<file path="src/rtl/ctrl_pkg.sv">
// ctrl_pkg: states, opcode map, ALUOp codes and mux encodings shared by the multicycle controller.
package ctrl_pkg;
  typedef enum logic [3:0] {
    IDLE = 4'd0, FETCH, DECODE, MEM_ADDR, MEM_READ, MEM_WB, MEM_WRITE,
    EXEC_R, ALU_WB, EXEC_I, BRANCH, JUMP, TRAP
  } state_t;
  typedef enum logic [2:0] {CL_MEM, CL_R, CL_I, CL_BR, CL_J, CL_BAD} op_class_t;
  localparam logic [31:0] OP_R = 0, OP_J = 2, OP_JAL = 3, OP_BEQ = 4, OP_BNE = 5;
  localparam logic [31:0] OP_ADDI = 8, OP_SLTI = 10, OP_SLTIU = 11, OP_ANDI = 12;
  localparam logic [31:0] OP_ORI = 13, OP_XORI = 14, OP_LUI = 15, OP_LW = 35, OP_SW = 43;
  localparam logic [3:0] ALU_ADD = 1, ALU_AND = 2, ALU_OR = 3, ALU_XOR = 4, ALU_BEQ = 5;
  localparam logic [3:0] ALU_BNE = 6, ALU_SLT = 7, ALU_SLTU = 8, ALU_LUI = 9;
  localparam logic [3:0] ALU_LW = 10, ALU_SW = 11, ALU_RTYPE = 15;
  localparam logic       ADDR_PC = 1'b0, ADDR_ALUOUT = 1'b1;
  localparam logic [1:0] DST_RT = 2'd0, DST_RD = 2'd1, DST_RA = 2'd2;
  localparam logic [1:0] WB_ALU = 2'd0, WB_MDR = 2'd1, WB_PC = 2'd2;
  localparam logic       A_PC = 1'b0, A_RS = 1'b1;
  localparam logic [1:0] B_RT = 2'd0, B_4 = 2'd1, B_IMM = 2'd2, B_IMM_SH = 2'd3;
  localparam logic [1:0] PC_ALU = 2'd0, PC_ALUOUT = 2'd1, PC_JUMP = 2'd2;

  function automatic op_class_t op_class(input logic [31:0] op);
    case (op)
      OP_LW, OP_SW: return CL_MEM;
      OP_R: return CL_R;
      OP_ADDI, OP_SLTI, OP_SLTIU, OP_ANDI, OP_ORI, OP_XORI, OP_LUI: return CL_I;
      OP_BEQ, OP_BNE: return CL_BR;
      OP_J, OP_JAL: return CL_J;
      default: return CL_BAD;
    endcase
  endfunction

  function automatic logic [3:0] alu_i(input logic [31:0] op);
    return op == OP_ANDI ? ALU_AND : op == OP_ORI ? ALU_OR : op == OP_XORI ? ALU_XOR :
           op == OP_SLTI ? ALU_SLT : op == OP_SLTIU ? ALU_SLTU : op == OP_LUI ? ALU_LUI : ALU_ADD;
  endfunction
endpackage

</file>
<file path="src/rtl/ctrl_out_decode.sv">
// ctrl_out_decode: combinational (state, opcode) -> datapath controls; CTRL_ILLEGAL_TRAP_EN adds illegal_op.
module ctrl_out_decode
  import ctrl_pkg::*;
#(
  parameter int OPCODE_W = 6,
  parameter int ALUOP_W  = 4
) (
  input  state_t              st,
  input  logic [OPCODE_W-1:0] op,
  input  logic                mem_ready,
  output logic                pc_write,
  output logic                pc_write_cond,
  output logic                branch_ne,
  output logic                i_or_d,
  output logic                mem_read,
  output logic                mem_write,
  output logic                ir_write,
  output logic [1:0]          reg_dst,
  output logic [1:0]          mem_to_reg,
  output logic                reg_write,
  output logic                alu_src_a,
  output logic [1:0]          alu_src_b,
  output logic [ALUOP_W-1:0]  alu_op,
`ifdef CTRL_ILLEGAL_TRAP_EN
  output logic                illegal_op,
`endif
  output logic [1:0]          pc_source,
  output logic                instr_done
);
  logic [31:0] o;
  assign o = 32'(op);
`ifdef CTRL_ILLEGAL_TRAP_EN
  assign illegal_op = st == TRAP;
`endif
  always_comb begin
    pc_write = 1'b0;
    pc_write_cond = 1'b0;
    branch_ne = 1'b0;
    i_or_d = ADDR_PC;
    mem_read = 1'b0;
    mem_write = 1'b0;
    ir_write = 1'b0;
    reg_dst = DST_RT;
    mem_to_reg = WB_ALU;
    reg_write = 1'b0;
    alu_src_a = A_PC;
    alu_src_b = B_RT;
    alu_op = '0;
    pc_source = PC_ALU;
    instr_done = 1'b0;
    case (st)
      FETCH: begin
        mem_read = 1'b1;
        ir_write = 1'b1;
        alu_src_b = B_4;
        alu_op = ALUOP_W'(ALU_ADD);
        pc_write = mem_ready;
      end
      DECODE: begin
        alu_src_b = B_IMM_SH;
        alu_op = ALUOP_W'(ALU_ADD);
`ifndef CTRL_ILLEGAL_TRAP_EN
        instr_done = op_class(o) == CL_BAD;
`endif
      end
      MEM_ADDR: begin
        alu_src_a = A_RS;
        alu_src_b = B_IMM;
        alu_op = ALUOP_W'(o == OP_SW ? ALU_SW : ALU_LW);
      end
      MEM_READ: begin
        mem_read = 1'b1;
        i_or_d = ADDR_ALUOUT;
      end
      MEM_WB: begin
        reg_write = 1'b1;
        mem_to_reg = WB_MDR;
        instr_done = 1'b1;
      end
      MEM_WRITE: begin
        mem_write = 1'b1;
        i_or_d = ADDR_ALUOUT;
        instr_done = mem_ready;
      end
      EXEC_R: begin
        alu_src_a = A_RS;
        alu_op = ALUOP_W'(ALU_RTYPE);
      end
      ALU_WB: begin
        reg_write = 1'b1;
        reg_dst = o == OP_R ? DST_RD : DST_RT;
        instr_done = 1'b1;
      end
      EXEC_I: begin
        alu_src_a = A_RS;
        alu_src_b = B_IMM;
        alu_op = ALUOP_W'(alu_i(o));
      end
      BRANCH: begin
        alu_src_a = A_RS;
        alu_op = ALUOP_W'(o == OP_BNE ? ALU_BNE : ALU_BEQ);
        pc_write_cond = 1'b1;
        pc_source = PC_ALUOUT;
        branch_ne = o == OP_BNE;
        instr_done = 1'b1;
      end
      JUMP: begin
        pc_write = 1'b1;
        pc_source = PC_JUMP;
        instr_done = 1'b1;
        reg_write = o == OP_JAL;
        reg_dst = o == OP_JAL ? DST_RA : DST_RT;
        mem_to_reg = o == OP_JAL ? WB_PC : WB_ALU;
      end
      default: ;
    endcase
  end
endmodule

</file>
<file path="src/rtl/multicycle_control.sv">
// multicycle_control: FETCH/DECODE/EXECUTE/MEMORY/WRITEBACK sequencer for a shared-ALU, unified-memory datapath.
// Define CTRL_ILLEGAL_TRAP_EN to trap unknown opcodes (illegal_op port); otherwise they run as NOPs.
module multicycle_control
  import ctrl_pkg::*;
#(
  parameter int OPCODE_W = 6,
  parameter int ALUOP_W  = 4,
  parameter int STATE_W  = 4
) (
  input  logic                clk,
  input  logic                rst_n,
  input  logic [OPCODE_W-1:0] opcode,
  input  logic                zero,
  input  logic                mem_ready,
  output logic                pc_write,
  output logic                pc_write_cond,
  output logic                branch_ne,
  output logic                i_or_d,
  output logic                mem_read,
  output logic                mem_write,
  output logic                ir_write,
  output logic [1:0]          reg_dst,
  output logic [1:0]          mem_to_reg,
  output logic                reg_write,
  output logic                alu_src_a,
  output logic [1:0]          alu_src_b,
  output logic [ALUOP_W-1:0]  alu_op,
  output logic [1:0]          pc_source,
  output logic                instr_done,
`ifdef CTRL_ILLEGAL_TRAP_EN
  output logic                illegal_op,
`endif
  output logic [STATE_W-1:0]  state_o
);
  state_t              state;
  logic [OPCODE_W-1:0] op_q;
  logic                zero_unused;
  assign zero_unused = zero;
  assign state_o = STATE_W'(state);
  always_ff @(posedge clk)
    if (!rst_n) begin
      state <= IDLE;
      op_q <= '0;
    end else begin
      if (state == DECODE) op_q <= opcode;
      case (state)
        IDLE: state <= FETCH;
        FETCH: state <= mem_ready ? DECODE : FETCH;
        DECODE:
          case (op_class(32'(opcode)))
            CL_MEM: state <= MEM_ADDR;
            CL_R: state <= EXEC_R;
            CL_I: state <= EXEC_I;
            CL_BR: state <= BRANCH;
            CL_J: state <= JUMP;
`ifdef CTRL_ILLEGAL_TRAP_EN
            default: state <= TRAP;
`else
            default: state <= FETCH;
`endif
          endcase
        MEM_ADDR: state <= 32'(op_q) == OP_SW ? MEM_WRITE : MEM_READ;
        MEM_READ: state <= mem_ready ? MEM_WB : MEM_READ;
        MEM_WRITE: state <= mem_ready ? FETCH : MEM_WRITE;
        EXEC_R, EXEC_I: state <= ALU_WB;
        MEM_WB, ALU_WB, BRANCH, JUMP: state <= FETCH;
        TRAP: state <= TRAP;
        default: state <= IDLE;
      endcase
    end
  // In DECODE op_q is still the previous instruction, so decode the live opcode there.
  ctrl_out_decode #(.OPCODE_W(OPCODE_W), .ALUOP_W(ALUOP_W)) u_dec (
    .st(state),
    .op(state == DECODE ? opcode : op_q),
    .mem_ready(mem_ready),
    .pc_write(pc_write),
    .pc_write_cond(pc_write_cond),
    .branch_ne(branch_ne),
    .i_or_d(i_or_d),
    .mem_read(mem_read),
    .mem_write(mem_write),
    .ir_write(ir_write),
    .reg_dst(reg_dst),
    .mem_to_reg(mem_to_reg),
    .reg_write(reg_write),
    .alu_src_a(alu_src_a),
    .alu_src_b(alu_src_b),
    .alu_op(alu_op),
`ifdef CTRL_ILLEGAL_TRAP_EN
    .illegal_op(illegal_op),
`endif
    .pc_source(pc_source),
    .instr_done(instr_done)
  );
endmodule
</file>
<file path="config.mk">
export PLATFORM = sky130hd
export DESIGN_NAME = multicycle_control
export DESIGN_NICKNAME = d
export VERILOG_FILES = /design/src/rtl/ctrl_pkg.sv /design/src/rtl/ctrl_out_decode.sv /design/src/rtl/multicycle_control.sv
export SDC_FILE = /design/constraint.sdc
export NUM_CORES = 1
export LEC_CHECK = 0
export CORE_ASPECT_RATIO = 0.75
export CORE_MARGIN = 10
export CORE_UTILIZATION = 25
export DETAILED_ROUTE_END_ITERATION = 10
export HOLD_SLACK_MARGIN = 0.08
export PLACE_DENSITY_LB_ADDON = 0.1
export SLEW_MARGIN = 20
export SYNTH_ARGS = -nofsm -noshare
export SYNTH_HDL_FRONTEND = slang
export SYNTH_SLANG_ARGS = --single-unit
</file>
<file path="constraint.sdc">
create_clock -name clk -period 2.6 [get_ports clk]
set_clock_uncertainty 0.1 [all_clocks]
set_input_delay 0.52 -clock clk [delete_from_list [all_inputs] [get_ports clk]]
set_output_delay 0.52 -clock clk [all_outputs]
set_load 0.05 [all_outputs]
</file>
==> results.md <==
- Fin cells: 262
- Routed Wire Length: 4100 microns
- DR DRC count: 0
- # Max-Cap Violations: 0
- Clock tree buffer depth: 2
- Final setup fails: 4
- IO Pins: 36
- Min Tclk post-route: about 2.6 ns
- CTS clock-pin slew for the worst setup and hold paths: 0.05 ns
- Final ANT Viol Nets: 0
- Initial DRC Count: 114
- Hold Path Class: register to register
- Ys async rst share: 0%
- Ratio of cells with drive above 1 in the final layout: 40.1%
- Dpl hpwl: 3310 microns
- Final worst slack: -0.0295 ns
- Pre-antenna DRT Iters: 4
- Maximum fanout along the worst path: 5
- Count leader, synth: nand2_1
- Clk Latency, worst-skew pair: 0.23 ns
- Leak Pwr: 0.765 nW
- Top cell type by total area after synthesis: dfxtp_1
- Num CTS Buffers: 3
- IO Port Bufs: 34
- Least-Margin Pin Slew: 0.555 ns
- Worst Path Buf+Inv: 1
- Initial antenna violation count: 0
- Worst Path Arrival: about 2 ns
- Worst-path cell chain: or4b_4 -> or3_4 -> o22ai_2 -> a311o_2 -> buf_12
- Hold Violations, Final: 0
- Final Cycle Share: 101%
- Avg Inst Size Synth: 6.90 sq um
- CTS tree: yes
- Cell Pwr Density: 321 mW/mm^2
- Post-synth EDFFs: 0
- Core ar.: 0.00413 sq mm
- CP max stage cell: or4b_4
- Drt wl/cell: ~16 microns
- Starting Density: between 20% and 30%
- Placed Cells: approximately 260
- Crit path capture type: primary output
- Final Max Slew Viols: 0
- Total grt overflow: 0
- Status: complete, but fails checks
- Die area: 0.00739 sq mm
- Die W: 96.0 microns
- Root Driver: clkbuf_8
- Final nets: 218
- Clock Sinks: 10
- Sequential share of the synthesized area: 18.5%
- Main area contributors after synthesis: dfxtp_1, nand2_1, a21oi_1
- Maximum vdd drop: 0.130 mV
- Die H: 77.0 microns
- Routed vias/inst: 5.13
- CP Class: register to primary output
- Top-area cell type share of the netlist area: 18.5%
- Worst path top cell family by delay: simple AND/OR/NAND/NOR gates
- Area Overhead vs Synth: 76.9%
- Unrepaired setup endpoints after global routing: yes
- Placer Congestion: 0.832
- Largest stage delay, worst path: 0.56 ns
- # hold bufs at CTS: 0
- Commonest cells post-synth: nand2_1, a21oi_1, nor2_1, clkbuf_1, dfxtp_1
- Max H-tree Level: 1
- Area of placed instances: 0.00178 sq mm
- Total track usage: 11.3%
- Yosys Warn Count: 0
- Max frequency: 380 MHz
- CP Launch Type: register
- DR vias: 1344
- Row count: 20
- Violated checks: negative setup slack
- Unique masters post-synth: 52
- Worst Path Required: 1.98 ns
- Final design instance area without fill: 0.00192 sq mm
- Syn Nets: 167
- Pin count of the biggest net entering global routing: 19
- Syn Inst Count: 157
- Post-synth top flop: dfxtp_1
- Worst relative slew slack: 62.7%
- Syn Std Cell Area: approximately 0.0011 sq mm
- Antenna cell count: 0
- Global-route wire length before repair: 6930 microns
- Number of global-route vias before repair: 1324
- Seq cells post-synth: 10
==> state kept, by name (all words and copies together), names as in the netlist <==
register,count
op_q,6
state_o,4
==> cell usage in the layout (no fill, tap or decap), drive strengths merged, types with 6 or more instances in the layout <==
cell type	instances
nor3	6
clkdlybuf4s50	7
nand2b	8
nand2	24
a21boi	6
a21oi	14
nor2	12
buf	49
dfxtp	10
==> report_power, final <==
part           total (mW)  internal [mW]  switching, mW  leakage, nW
Clock               0.195          0.133         0.0614       0.0288
Sequential          0.165          0.159        0.00617       0.0831
Combinational       0.257          0.109          0.147        0.653
==> layout make-up <==
cell class                      instances  area [sq um]
Fill cell                             401          2210
Multi-Input combinational cell        127           911
Timing Repair Buffer                   61           656
Sequential cell                        10           208
Tap cell                               55          68.8
Clock buffer                            4          55.1
Inverter                                5          18.8
==> path summary, 6_finish.rpt <==
check              from         end  slack (ns)  cells after the start
min reg2reg     op_q[4]     op_q[4]        0.41                      2
max reg2reg  state_o[0]  state_o[1]        0.96                      6
min             op_q[4]     op_q[4]        0.41                      2
max          state_o[2]   alu_op[1]       -0.03                      5
==> kinds of logic (layout without fill, tap and decap cells) <==
logic type / count (synthesis) / in the layout / synth area share (%)
buf+inv: 20 / 70 / 8.20
simple gates: 77 / 77 / 39.3
xor+xnor: 2 / 2 / 1.62
mux: 3 / 3 / 3.00
flops: 10 / 10 / 18.5
compound gates: 45 / 45 / 29.4
==> worst min-delay path, delay by kind of cell, from the launching register on <==
kind               cells  cell delay, ns
AOI/OAI and AO/OA      1            0.08
DFF                    1            0.32
and+or+nand+nor        1            0.06
==> routing by layer <==
metal	global-route usage, %	part of all wire, %
met1	16.4	51
met2	16.0	42
met3	2.24	6.1
met4	3.09	0.88
met5	0	0
==> per-stage QoR <==
stage	util [%]	power (mW)	hold slack [ns]	setup TNS, ns	setup slack, ns
finish	46.4	0.616	0.413	-0.0740	-0.0295
global route	46.4	0.651	0.428	-0.390	-0.111
CTS	46.2	0.620	0.414	-0.0452	-0.0227
detailed placement	43.1	0.417	0.407	-0.826	-0.264
global placement	43.1	0.414	0.392	-0.651	-0.238
floorplan	-	0.308	0.366	-0.260	-0.143
==> what timing repair did <==
action	4_1_cts	5_1_grt
setup endpoints to repair	8	6
pin swaps	3	3
buffers inserted	3	0
gates resized for setup	16	2
(Power assumes the default switching activity.)
